### config.mk
export PLATFORM = sky130hd
export DESIGN_NAME = mem_port_arbiter
export DESIGN_NICKNAME = d
export VERILOG_FILES = /design/src/rtl/mem_port_arbiter.sv
export SDC_FILE = /design/constraint.sdc
export NUM_CORES = 1
export LEC_CHECK = 0
export ABC_AREA = 1
export ABC_CLOCK_PERIOD_IN_PS = 1900
export CAP_MARGIN = 25
export CORE_MARGIN = 2
export CORE_UTILIZATION = 44
export DETAILED_ROUTE_END_ITERATION = 6
export PLACE_DENSITY = 0.75
export SLEW_MARGIN = 10
export SYNTH_ARGS = -nofsm -noshare
export SYNTH_HDL_FRONTEND = slang
export SYNTH_SLANG_ARGS = --single-unit
### constraint.sdc
create_clock -name clk -period 1.9 [get_ports clk]
set_clock_uncertainty 0.1 [all_clocks]
set_input_delay 0.38 -clock clk [delete_from_list [all_inputs] [get_ports clk]]
set_output_delay 0.38 -clock clk [all_outputs]
set_load 0.1 [all_outputs]
### src/rtl/mem_port_arbiter.sv
// mem_port_arbiter: shares one memory port between instruction fetch and
// load/store. Load/store wins arbitration, a starvation counter forces a fetch
// grant after STARVE_MAX consecutive load/store grants, and a wait counter
// aborts accesses the memory never completes.
//
// Ports
//   clk, rst                 clock, asynchronous active-low reset
//   if_req/if_addr           fetch request (level) and address
//   if_ack/if_data           fetch completion pulse and fetched word
//   ls_rd_req/ls_wr_req      load / store requests (level)
//   ls_addr/ls_wdata         load/store address and store data
//   ls_ack/ls_rdata          load/store completion pulse and loaded word
//   mem_addr/mem_wdata       registered memory address and store data
//   mem_rd/mem_wr            read / write strobes, held until mem_ready
//   mem_rdata/mem_ready      memory read data and completion
//   mem_err                  sticky timeout flag
module mem_port_arbiter #(
    parameter int unsigned ADDR_W     = 8,
    parameter int unsigned DATA_W     = 16,
    parameter int unsigned STARVE_MAX = 3,
    parameter int unsigned TIMEOUT    = 15
) (
    input  logic              clk,
    input  logic              rst,
    input  logic              if_req,
    input  logic [ADDR_W-1:0] if_addr,
    output logic              if_ack,
    output logic [DATA_W-1:0] if_data,
    input  logic              ls_rd_req,
    input  logic              ls_wr_req,
    input  logic [ADDR_W-1:0] ls_addr,
    input  logic [DATA_W-1:0] ls_wdata,
    output logic              ls_ack,
    output logic [DATA_W-1:0] ls_rdata,
    output logic [ADDR_W-1:0] mem_addr,
    output logic [DATA_W-1:0] mem_wdata,
    output logic              mem_rd,
    output logic              mem_wr,
    input  logic [DATA_W-1:0] mem_rdata,
    input  logic              mem_ready,
    output logic              mem_err
);

    localparam int unsigned SC_RAW = $clog2(STARVE_MAX + 1);
    localparam int unsigned SC_W   = (SC_RAW < 2) ? 2 : SC_RAW;
    localparam int unsigned WC_RAW = $clog2(TIMEOUT + 1);
    localparam int unsigned WC_W   = (WC_RAW < 1) ? 1 : WC_RAW;

    localparam logic [SC_W-1:0] STARVE_LIM = SC_W'(STARVE_MAX);
    // Wait counter holds (access cycle - 1); this value marks the last allowed cycle.
    localparam logic [WC_W-1:0] WAIT_LAST  = WC_W'(TIMEOUT - 1);

    typedef enum logic [2:0] {
        S_IDLE  = 3'd0,
        S_FETCH = 3'd1,
        S_LOAD  = 3'd2,
        S_STORE = 3'd3,
        S_DONE  = 3'd4
    } state_e;

    state_e            state_q, state_d;
    logic [SC_W-1:0]   starve_q, starve_d;
    logic [WC_W-1:0]   wait_q, wait_d;
    logic              if_ack_q, if_ack_d;
    logic              ls_ack_q, ls_ack_d;
    logic [DATA_W-1:0] if_data_q, if_data_d;
    logic [DATA_W-1:0] ls_rdata_q, ls_rdata_d;
    logic [ADDR_W-1:0] mem_addr_q, mem_addr_d;
    logic [DATA_W-1:0] mem_wdata_q, mem_wdata_d;
    logic              mem_rd_q, mem_rd_d;
    logic              mem_wr_q, mem_wr_d;
    logic              mem_err_q, mem_err_d;
    logic              access_c;

    assign access_c = (state_q == S_FETCH) || (state_q == S_LOAD) || (state_q == S_STORE);

    // State register
    always_ff @(posedge clk or negedge rst) begin
        if (!rst) begin
            state_q <= S_IDLE;
        end else begin
            state_q <= state_d;
        end
    end

    // Next-state: arbitration in IDLE, completion or timeout in access states
    always_comb begin
        state_d = state_q;
        case (state_q)
            S_IDLE: begin
                if (if_req && (starve_q >= STARVE_LIM)) begin
                    state_d = S_FETCH;
                end else if (ls_wr_req) begin
                    state_d = S_STORE;
                end else if (ls_rd_req) begin
                    state_d = S_LOAD;
                end else if (if_req) begin
                    state_d = S_FETCH;
                end
            end
            S_FETCH, S_LOAD, S_STORE: begin
                if (mem_ready || (wait_q == WAIT_LAST)) begin
                    state_d = S_DONE;
                end
            end
            S_DONE:  state_d = S_IDLE;
            default: state_d = S_IDLE;
        endcase
    end

    // Output/datapath next values; strobes follow the next state so they are glitch-free flops
    always_comb begin
        starve_d    = starve_q;
        wait_d      = '0;
        if_ack_d    = 1'b0;
        ls_ack_d    = 1'b0;
        if_data_d   = if_data_q;
        ls_rdata_d  = ls_rdata_q;
        mem_addr_d  = mem_addr_q;
        mem_wdata_d = mem_wdata_q;
        mem_err_d   = mem_err_q;
        mem_rd_d    = (state_d == S_FETCH) || (state_d == S_LOAD);
        mem_wr_d    = (state_d == S_STORE);

        if (state_q == S_IDLE) begin
            if (state_d == S_FETCH) begin
                mem_addr_d = if_addr;
                starve_d   = '0;
            end else if (state_d != S_IDLE) begin
                mem_addr_d = ls_addr;
                if (state_d == S_STORE) begin
                    mem_wdata_d = ls_wdata;
                end
                if (if_req && (starve_q < STARVE_LIM)) begin
                    starve_d = starve_q + SC_W'(1);
                end
            end
            if (!if_req) begin
                starve_d = '0;
            end
        end

        if (access_c) begin
            wait_d = wait_q + WC_W'(1);
            if (state_d == S_DONE) begin
                wait_d = '0;
                // A timed-out access returns zero data and raises the sticky error.
                if (!mem_ready) begin
                    mem_err_d = 1'b1;
                end
                if (state_q == S_FETCH) begin
                    if_ack_d  = 1'b1;
                    if_data_d = mem_ready ? mem_rdata : '0;
                end else begin
                    ls_ack_d = 1'b1;
                    if (state_q == S_LOAD) begin
                        ls_rdata_d = mem_ready ? mem_rdata : '0;
                    end
                end
            end
        end
    end

    // Datapath and output registers
    always_ff @(posedge clk or negedge rst) begin
        if (!rst) begin
            starve_q    <= '0;
            wait_q      <= '0;
            if_ack_q    <= 1'b0;
            ls_ack_q    <= 1'b0;
            if_data_q   <= '0;
            ls_rdata_q  <= '0;
            mem_addr_q  <= '0;
            mem_wdata_q <= '0;
            mem_rd_q    <= 1'b0;
            mem_wr_q    <= 1'b0;
            mem_err_q   <= 1'b0;
        end else begin
            starve_q    <= starve_d;
            wait_q      <= wait_d;
            if_ack_q    <= if_ack_d;
            ls_ack_q    <= ls_ack_d;
            if_data_q   <= if_data_d;
            ls_rdata_q  <= ls_rdata_d;
            mem_addr_q  <= mem_addr_d;
            mem_wdata_q <= mem_wdata_d;
            mem_rd_q    <= mem_rd_d;
            mem_wr_q    <= mem_wr_d;
            mem_err_q   <= mem_err_d;
        end
    end

    assign if_ack    = if_ack_q;
    assign ls_ack    = ls_ack_q;
    assign if_data   = if_data_q;
    assign ls_rdata  = ls_rdata_q;
    assign mem_addr  = mem_addr_q;
    assign mem_wdata = mem_wdata_q;
    assign mem_rd    = mem_rd_q;
    assign mem_wr    = mem_wr_q;
    assign mem_err   = mem_err_q;

endmodule

==> reports/results.ini, run 1 <==
[sta]
setup-violations-final = 0
holdWs_ps = 397
fmax_mhz = 551
min_period_ps = 1810
fin_ws_ps = 86.3
hold_viol_final = 0
worst_pin_slew_ps = 380
relSlewSlack_pct = 74.7
finalCritPeriodShare_pct = 95.5
final_max_slew_viol_count = 0

[synthesis]
syn_inst = 323
netlist.area_leader.share_pct = 56.3
synthesis.area_um2 = 3110
avgSynthCellArea_um2 = 9.64
synth_top_family_by_area = simple AND/OR/NAND/NOR gates
syn_nets = 380
yosys.area.top_type = dfrtp_1
ys_warn_count = 0
ys_ff_latch = 70
synth_cell_types = 24
synth.area.mux_share_pct = 0
synth-compound-area-share_pct = 12.4
synthSimpleGateAreaFrac_pct = 22.7
synthAdderAreaFrac_pct = 1.21
netlist_top_cells_area = dfrtp_1 56%, nand2_1 10%, o21ai_2 9.3%, nand2_2 3.6%, inv_1 3.5%
ys_seq_area_share_pct = 56.3
synth_xor_area_share_pct = 0.563

[setup_path]
reg2reg_setup_slack_ps = 90
reg2reg_to = mem_wdata[10]$_DFFE_PN0P_
criticalPathCategory = flip-flop to flip-flop
cpLargestDelayFamily = simple AND/OR/NAND/NOR gates
crit_buf_inv = 3
crit_slowest_cell = dfrtp_1
crit_start = wait_q[0]$_DFF_PN0_
cp_slowest_stage_delay_ps = 400
path_cells = inv_1 > ha_1 > nand3_1 > nand2_2 > inv_1 > nand2_2 > nand2_4 > nand3_4 > clkbuf_16 > nand2_2 > o21ai_2
path_max_fanout = 7
r2r_cells = 11
critical_path.endpoint_type = flip-flop
required_ps = 2030
arrival_ps = 1950
rr_startpoint = wait_q[0]$_DFF_PN0_
startpoint_type = flip-flop
critPathMostFrequentCell = nand2_2

[grt]
globalRouteOverflowTotal = 0
grt_max_degree = 71
antenna_found_initial = 0
grt_pass1_vias = 2595
grt.total_usage_pct = 19.2
grt_pass1_wl_um = 11700

[detailed_routing]
wl_met1_um = 3080
highest_layer = met4
initialDrtViolationCount = 121
vias = 2603
vias_per_cell = 4.70
wire_per_inst_um = 13.4
final_antenna_net_count = 0
dr.pass1.iters = 4
wl_met3_um = 553
route.met2.wl_um = 3710
drc = 0
routed_wl_um = 7410

[clocking]
clk_pin_slew_worst_paths_ps = 80
clockBufferDepth = 2
htree_levels = 3
numCtsBuffers = 9
cts_tree = yes
cts_root_buffer = clkbuf_8
clock_sink_count = 70
clkLatencyLatePin_ps = 330

[floorplanning]
die_w_um = 88.1
ios = 115
die-area_um2 = 7760
rows = 30
core_area_um2 = 6830
fp.dieH_um = 88.1
start_util_pct = 45.6

[worst_hold_path]
hold_end = starve_q[1]$_DFFE_PN0P_
hold_class = flip-flop to flip-flop
whs_path_depth = 2
worstHoldStart = starve_q[1]$_DFFE_PN0P_

[cells_and_area]
areaGrowthSynthToFinish_pct = 74.0
drive_above_1_share_pct = 34.3
finalNetCount = 510
n_antenna_cell = 0
n_fill_cell = 453

[place]
globalplace.congestion = 0.790
portBuffers = 114
hpwl_um = 5300
dp_slack_ps = -142

[outcome]
status = complete, no violations

[job]
drv_cap = 0

final cells by class:
type	instances	area (um2)	share of cell area, %
Clock buffer	10	128	2.36
Clock inverter	6	158	2.91
Inverter	29	109	2.01
Multi-Input combinational cell	212	1180	21.8
Sequential cell	70	1750	32.3
Tap cell	96	120	2.22
Timing Repair Buffer	131	1970	36.4
worst register-to-register path: stages, from the launching register on:
cell and delay [ps]:
dfrtp_1 400, inv_1 60, ha_1 190, nand3_1 100
nand2_2 80, inv_1 100, nand2_2 70, nand2_4 140
nand3_4 160, clkbuf_16 210, nand2_2 60, o21ai_2 50
repair_timing:
item	CTS	global route
gates resized for setup	0	9
hold buffers	1	0
setup buffers	0	1
hold endpoints to repair	70	0
endpoints found under the setup margin	0	23
cells in the mapped netlist, drive strengths merged:
cell type and instances:
dfrtp 70, a21oi 17, clkbuf 1, o21ai 34, nand2 106, nor3 2
xnor2 1, ha 3, nor2 31, nand4 2, buf 11, inv 29
xor2 1, o21bai 1, nand3 14
placed cells by master (no fill, tap or decap), drive strengths merged:
master / instances
a21oi: 17
nor3: 2
xor2: 1
buf: 76
nand2: 106
dfrtp: 70
inv: 29
o21ai: 34
o21bai: 1
dlygate4sd3: 1
nand4: 2
ha: 3
clkbuf: 12
bufinv: 5
xnor2: 1
clkdlybuf4s50: 52
nand3: 14
clkinvlp: 1
nor2: 31
sequential cells by signal, summed over array words and instances (netlist names):
register / cells
ls_rdata: 16
mem_wdata: 16
mem_wr: 1
mem_rd: 1
if_ack: 1
mem_err: 1
wait_q: 4
ls_ack: 1
mem_addr: 8
if_data: 16
starve_q: 2
state_q: 3
cell families (layout without fill, tap and decap cells):
| logic type | after synthesis | count (layout) |
|---|---|---|
| adder cells (fa/ha/maj) | 3 | 3 |
| AND/OR/NAND/NOR | 155 | 155 |
| flip-flops | 70 | 70 |
| buffers and inverters | 41 | 176 |
| AO/OA/AOI/OAI | 52 | 52 |
| XOR/XNOR | 2 | 2 |
metrics by stage:
| step | setup TNS [ps] | area [um2] | cells | util (%) |
|---|---|---|---|---|
| floorplan | 0 | 3110 | 323 | - |
| global placement | -1590 | 5020 | 533 | 73.4 |
| detailed placement | -1980 | 5020 | 533 | 73.4 |
| CTS | 0 | 5310 | 550 | 77.8 |
| global route | -221 | 5420 | 554 | 79.3 |
| finish | 0 | 5420 | 554 | 79.3 |
worst max path at each step:
stage | cells past startpoint | to | slack [ps]
3_3_place_gp | 10 | mem_addr[5]$_DFFE_PN0P_ | -100
2_1_floorplan | 11 | mem_wdata[10]$_DFFE_PN0P_ | 240
4_1_cts | 12 | mem_addr[4]$_DFFE_PN0P_ | 80
6_report | 11 | mem_wdata[10]$_DFFE_PN0P_ | 90
3_5_place_dp | 9 | mem_addr[3]$_DFFE_PN0P_ | -140
5_1_grt | 11 | mem_wdata[9]$_DFFE_PN0P_ | -30
metal layers:
layer / up-vias / track usage, %
met5: - / 0
met4: 0 / 5.79
li1: 1280 / -
met3: 7 / 5.84
met1: 1221 / 24.3
met2: 95 / 32.1
Power of run 1 is not shown: default switching activity piles up to over one toggle a cycle in this logic, so the estimate is an artifact.
==> run 2: changes to the inputs <==
--- a/config.mk
+++ b/config.mk
@@ -6,7 +6,6 @@
 export NUM_CORES = 1
 export LEC_CHECK = 0
 export ABC_AREA = 1
-export ABC_CLOCK_PERIOD_IN_PS = 1900
 export CAP_MARGIN = 25
 export CORE_MARGIN = 2
 export CORE_UTILIZATION = 44
==> constraint.sdc (replaced) <==
create_clock -name clk -period 1.78 [get_ports clk]
set_clock_uncertainty 0.1 [all_clocks]
set_input_delay 0.356 -clock clk [delete_from_list [all_inputs] [get_ports clk]]
set_output_delay 0.356 -clock clk [all_outputs]
set_load 0.1 [all_outputs]
==> run 2 against run 1 <==
Critical path depth shrank 1; routed wire length up 1.7%; die area unchanged; sequential share of layout area about the same; final cell count grew 0.54%; utilization up 0.092 points; critical endpoint is now mem_wdata[11]$_DFFE_PN0P_.
==> reports/results.ini, run 2 (synthesized netlist as in run 1, its figures left out) <==
[clocking]
cts_root_buffer = clkbuf_8
clockBufferDepth = 2  ; unchanged
clkLatencyLatePin_ps = 350  ; +20 ps
numCtsBuffers = 9  ; unchanged
clk_pin_slew_worst_paths_ps = 70  ; about the same
cts_tree = yes
htree_levels = 3  ; unchanged
clock_sink_count = 70  ; unchanged

[sta]
min_period_ps = 1710  ; -101 ps
finalCritPeriodShare_pct = 96.2  ; +0.78 points
setup-violations-final = 0  ; unchanged
final_max_slew_viol_count = 0  ; unchanged
fin_ws_ps = 67.0  ; -19.3 ps
rsz0062_at_grt = yes
relSlewSlack_pct = 74.8  ; +0.12 points
worst_pin_slew_ps = 378  ; -1.73 ps
fmax_mhz = 584  ; +5.9%
hold_viol_final = 0  ; unchanged

[setup_path]
rr_startpoint = wait_q[1]$_DFF_PN0_
r2r_cells = 10  ; -1
path_max_fanout = 8  ; +1
required_ps = 1920  ; -110 ps
startpoint_type = flip-flop
reg2reg_setup_slack_ps = 70  ; -20 ps
reg2reg_to = mem_wdata[11]$_DFFE_PN0P_
criticalPathCategory = flip-flop to flip-flop
arrival_ps = 1850  ; -100 ps
critical_path.endpoint_type = flip-flop

[grt]
globalRouteOverflowTotal = 0  ; unchanged
grt_pass1_wl_um = 12000  ; +2.6%
grt_pass1_vias = 2579  ; -0.62%
grt_max_degree = 71  ; unchanged
grt.total_usage_pct = 20.3  ; +1.0 points
antenna_found_initial = 0  ; unchanged

[cells_and_area]
finalNetCount = 513  ; +0.59%
final_cell_mix = 72 x nand2_1, 70 x dfrtp_1, 66 x buf_12
design_area_um2 = 5420  ; +0.12%
n_antenna_cell = 0  ; unchanged
n_fill_cell = 433  ; -4.4%
drive_above_1_share_pct = 38.2  ; +3.9 points
layout_commonest_cell = nand2_1
stdcell_count = 557  ; +0.54%
final_util_pct = 79.4  ; +0.092 points
areaGrowthSynthToFinish_pct = 74.2

[floorplanning]
rows = 30  ; unchanged
ios = 115  ; unchanged
die-area_um2 = 7760  ; unchanged
fp.dieH_um = 88.1  ; unchanged
core_area_um2 = 6830  ; unchanged
start_util_pct = 45.6  ; unchanged
die_w_um = 88.1  ; unchanged

[detailed_routing]
final_antenna_net_count = 0  ; unchanged
routed_wl_um = 7530  ; +1.7%
wire_per_inst_um = 13.5  ; +1.1%
vias_per_cell = 4.74  ; +0.80%
vias = 2638  ; +1.3%
drc = 0  ; unchanged
initialDrtViolationCount = 150  ; +24%
dr.pass1.iters = 4  ; unchanged

[job]
drv_cap = 0  ; unchanged

[place]
portBuffers = 114  ; unchanged
dp_slack_ps = -208  ; -65.8 ps
hpwl_um = 5420  ; +2.3%
globalplace.congestion = 0.785  ; -0.67%
dp_cells = 537  ; +0.75%
place_area_um2 = 5060  ; +0.85%

[worst_hold_path]
worstHoldStart = starve_q[1]$_DFFE_PN0P_
hold_class = flip-flop to flip-flop
whs_path_depth = 2  ; unchanged
hold_end = starve_q[1]$_DFFE_PN0P_

[outcome]
status = complete, no violations

run 2: final cells by class:
cell class	count	area [um2]	area share, %
repair buffers	133	1990	36.6
flip-flops and latches	70	1750	32.3
multi-input cells	213	1270	23.5
clock buffers	12	135	2.49
well taps	96	120	2.21
inverters	29	109	2.01
clock inverters	4	47.5	0.877
run 2: per-layer routing:
| layer | vias to the layer above | track usage [%] | part of all wire (%) |
|---|---|---|---|
| li1 | 1281 | - | - |
| met2 | 96 | 32.9 | 49 |
| met3 | 9 | 6.13 | 6.7 |
| met5 | - | 0 | 0 |
| met1 | 1252 | 25.5 | 43 |
| met4 | 0 | 8.26 | 1.5 |
run 2: how the worst max path moves through the flow:
stage / startpoint / endpoint / slack, ps / cells after the start
3_3_place_gp: mem_ready / mem_addr[7]$_DFFE_PN0P_ / -190 / 10
6_report: wait_q[1]$_DFF_PN0_ / mem_wdata[11]$_DFFE_PN0P_ / 70 / 10
3_5_place_dp: if_req / mem_addr[5]$_DFFE_PN0P_ / -210 / 9
5_1_grt: state_q[2]$_DFF_PN0_ / mem_wdata[11]$_DFFE_PN0P_ / -40 / 9
4_1_cts: wait_q[1]$_DFF_PN0_ / mem_wdata[11]$_DFFE_PN0P_ / 3 / 10
2_1_floorplan: wait_q[0]$_DFF_PN0_ / mem_wdata[10]$_DFFE_PN0P_ / 120 / 11
run 2: what timing repair did:
action | 4_1_cts | 5_1_grt
hold endpoints to repair | 70 | 0
pin swaps | 0 | 9
buffers inserted | 0 | 1
hold buffers | 1 | 0
cloned | 0 | 2
gates resized for setup | 1 | 35
endpoints found under the setup margin | 8 | 43
run 2: worst max-delay path: stages (launching register included):
cell and delay, ps:
dfrtp_1 400, ha_2 190, nand3_4 90, nand2_4 70
nor2_4 100, inv_1 80, nand2_4 120, nand3_4 150
buf_12 180, nand2_2 60, o21ai_2 50
run 2: metrics by stage:
| stage | TNS (ps) | hold WS [ps] |
|---|---|---|
| finish | 0 | 419 |
| global route | -705 | 430 |
| CTS | 0 | 409 |
| detailed placement | -6920 | 309 |
| global placement | -5570 | 311 |
| floorplan | 0 | -39.6 |
Power of run 2 is left out for the same reason.
==> run 3: changes to the inputs <==
--- a/config.mk
+++ b/config.mk
@@ -8,9 +8,10 @@
 export ABC_AREA = 1
 export CAP_MARGIN = 25
 export CORE_MARGIN = 2
-export CORE_UTILIZATION = 44
+export CORE_UTILIZATION = 43
 export DETAILED_ROUTE_END_ITERATION = 6
-export PLACE_DENSITY = 0.75
+export GPL_TIMING_DRIVEN = 0
+export PLACE_DENSITY = 0.74
 export SLEW_MARGIN = 10
 export SYNTH_ARGS = -nofsm -noshare
 export SYNTH_HDL_FRONTEND = slang
==> run 3 against run 2 <==
Die area up 2.2%; sequential cell count stayed put; final cell count rose by 1.3%; design area decreased by 8.7%; critical path depth is the same; first-iteration DRC count down 47%; count of clock-buffer cells in the layout shrank 2; global-route usage decreased by 1.6 points; fmax shrank 2.9%; worst setup slack worse by 51 ps; hold slack worse by 120 ps; sequential share of layout area grew 3.1 points; critical path type unchanged; largest cell class is now sequential cells.
==> reports/results.ini, run 3 (synthesized netlist as in run 1, its figures left out) <==
[clocking]
cts_root_buffer = clkbuf_8
cts_tree = yes
htree_levels = 3  ; unchanged
clockBufferDepth = 2  ; unchanged
numCtsBuffers = 9  ; unchanged
clkLatencyLatePin_ps = 340  ; about the same
clock_sink_count = 70  ; unchanged
clk_pin_slew_worst_paths_ps = 80  ; about the same

[cells_and_area]
finalNetCount = 517  ; +0.78%
n_antenna_cell = 0  ; unchanged
layout_commonest_cell = nand2_1
final_cell_mix = 85 x nand2_1, 69 x dfrtp_1, 54 x clkdlybuf4s15_2
areaGrowthSynthToFinish_pct = 59.2
drive_above_1_share_pct = 36.8  ; -1.4 points

[sta]
holdWs_ps = 296  ; -122 ps
setup-violations-final = 0  ; unchanged
finalCritPeriodShare_pct = 99.1  ; +2.9 points
fin_ws_ps = 15.8  ; -51.2 ps
rsz0062_at_grt = yes
hold_viol_final = 0  ; unchanged
finalSetupTns_ps = 0  ; unchanged
fmax_mhz = 567  ; -2.9%
final_max_slew_viol_count = 0  ; unchanged
worst_pin_slew_ps = 570  ; +192 ps
relSlewSlack_pct = 62.2  ; -13 points
min_period_ps = 1760  ; +51.2 ps

[setup_path]
required_ps = 1920  ; about the same
path_max_fanout = 7  ; -1
arrival_ps = 1900  ; +50 ps
startpoint_type = flip-flop
criticalPathCategory = flip-flop to flip-flop
reg2reg_setup_slack_ps = 20  ; -50 ps
critical_path.endpoint_type = flip-flop

[grt]
grt.total_usage_pct = 18.7  ; -1.6 points
globalRouteOverflowTotal = 0  ; unchanged
use_met2_pct = 29.6  ; -3.3 points
busiest_layer = met2
use_met3_pct = 4.43  ; -1.7 points
grt_pass1_vias = 2504  ; -2.9%
grt_pass1_wl_um = 11500  ; -4.3%
met1_usage_pct = 25.1  ; -0.41 points
antenna_found_initial = 0  ; unchanged
grt_max_degree = 42  ; -41%

[detailed_routing]
vias_per_cell = 4.65  ; -1.9%
routed_wl_um = 7330  ; -2.6%
drc = 0  ; unchanged
vias = 2621  ; -0.64%
wire_per_inst_um = 13.0  ; -3.9%
final_antenna_net_count = 0  ; unchanged
initialDrtViolationCount = 79  ; -47%
dr.pass1.iters = 4  ; unchanged

[place]
portBuffers = 113  ; -0.88%
hpwl_um = 5220  ; -3.6%
dp_slack_ps = -502  ; -294 ps
globalplace.congestion = 0.759  ; -3.3%

[outcome]
status = complete, no violations

[floorplanning]
core_area_um2 = 7140  ; +4.5%
start_util_pct = 43.6  ; -1.9 points
die_w_um = 89.1  ; +1.1%
die-area_um2 = 7940  ; +2.2%
fp.dieH_um = 89.1  ; +1.1%
ios = 115  ; unchanged
rows = 31  ; +3.3%

[worst_hold_path]
hold_class = input port to flip-flop

[job]
drv_cap = 0  ; unchanged

## run 3: worst paths after layout
check,to,startpoint,cells after the start
worst max-delay path,mem_wdata[9]$_DFFE_PN0P_,wait_q[1]$_DFF_PN0_,10
worst min-delay path,ls_rdata[5]$_DFFE_PN0P_,mem_ready,3
worst max register to register,mem_wdata[9]$_DFFE_PN0P_,wait_q[1]$_DFF_PN0_,10
worst min register to register,mem_addr[4]$_DFFE_PN0P_,mem_addr[4]$_DFFE_PN0P_,2
max in group asynchronous,mem_wdata[8]$_DFFE_PN0P_,rst,3
min in group asynchronous,mem_rd$_DFF_PN0_,rst,2
## run 3: metal layers
metal / part of all wire (%) / routed length [um]
met1: 44 / 3240
met2: 48 / 3520
met3: 6.8 / 501
met4: 0.91 / 67
met5: 0 / 0
## run 3: metrics by stage
step / instances / instance area [um2] / utilization [%]
after global placement: 535 / 4370 / 61.2
after CTS: 556 / 4790 / 67.2
after detailed placement: 536 / 4390 / 61.4
after floorplan: 323 / 3110 / -
final: 564 / 4950 / 69.4
after global routing: 564 / 4950 / 69.4
## run 3: repair_timing
| action | 4_1_cts | 5_1_grt |
|---|---|---|
| gates resized for setup | 194 | 35 |
| hold buffers | 1 | 0 |
| pin swaps | 4 | 21 |
| hold endpoints to repair | 29 | 0 |
| setup endpoints to repair | 98 | 55 |
| cloned | 0 | 2 |
| setup buffers | 3 | 6 |
## run 3: critical path, cell delays in order, from the launching register on
cell	delay (ps)
dfrtp_1	410
ha_2	180
nand3_2	90
nand2_4	70
nor2_4	160
inv_2	60
nand2_4	120
nand3_4	170
clkbuf_16	210
nand2_2	60
o21ai_2	40
## run 3: layout make-up
| type | instances | area (um2) |
|---|---|---|
| Fill cell | 582 | 2180 |
| Sequential cell | 70 | 1750 |
| Timing Repair Buffer | 126 | 1330 |
| Multi-Input combinational cell | 212 | 1250 |
| Clock buffer | 10 | 138 |
| Buffer | 12 | 135 |
| Tap cell | 99 | 124 |
| Clock inverter | 6 | 116 |
| Inverter | 29 | 109 |
Power of run 3 is left out for the same reason.
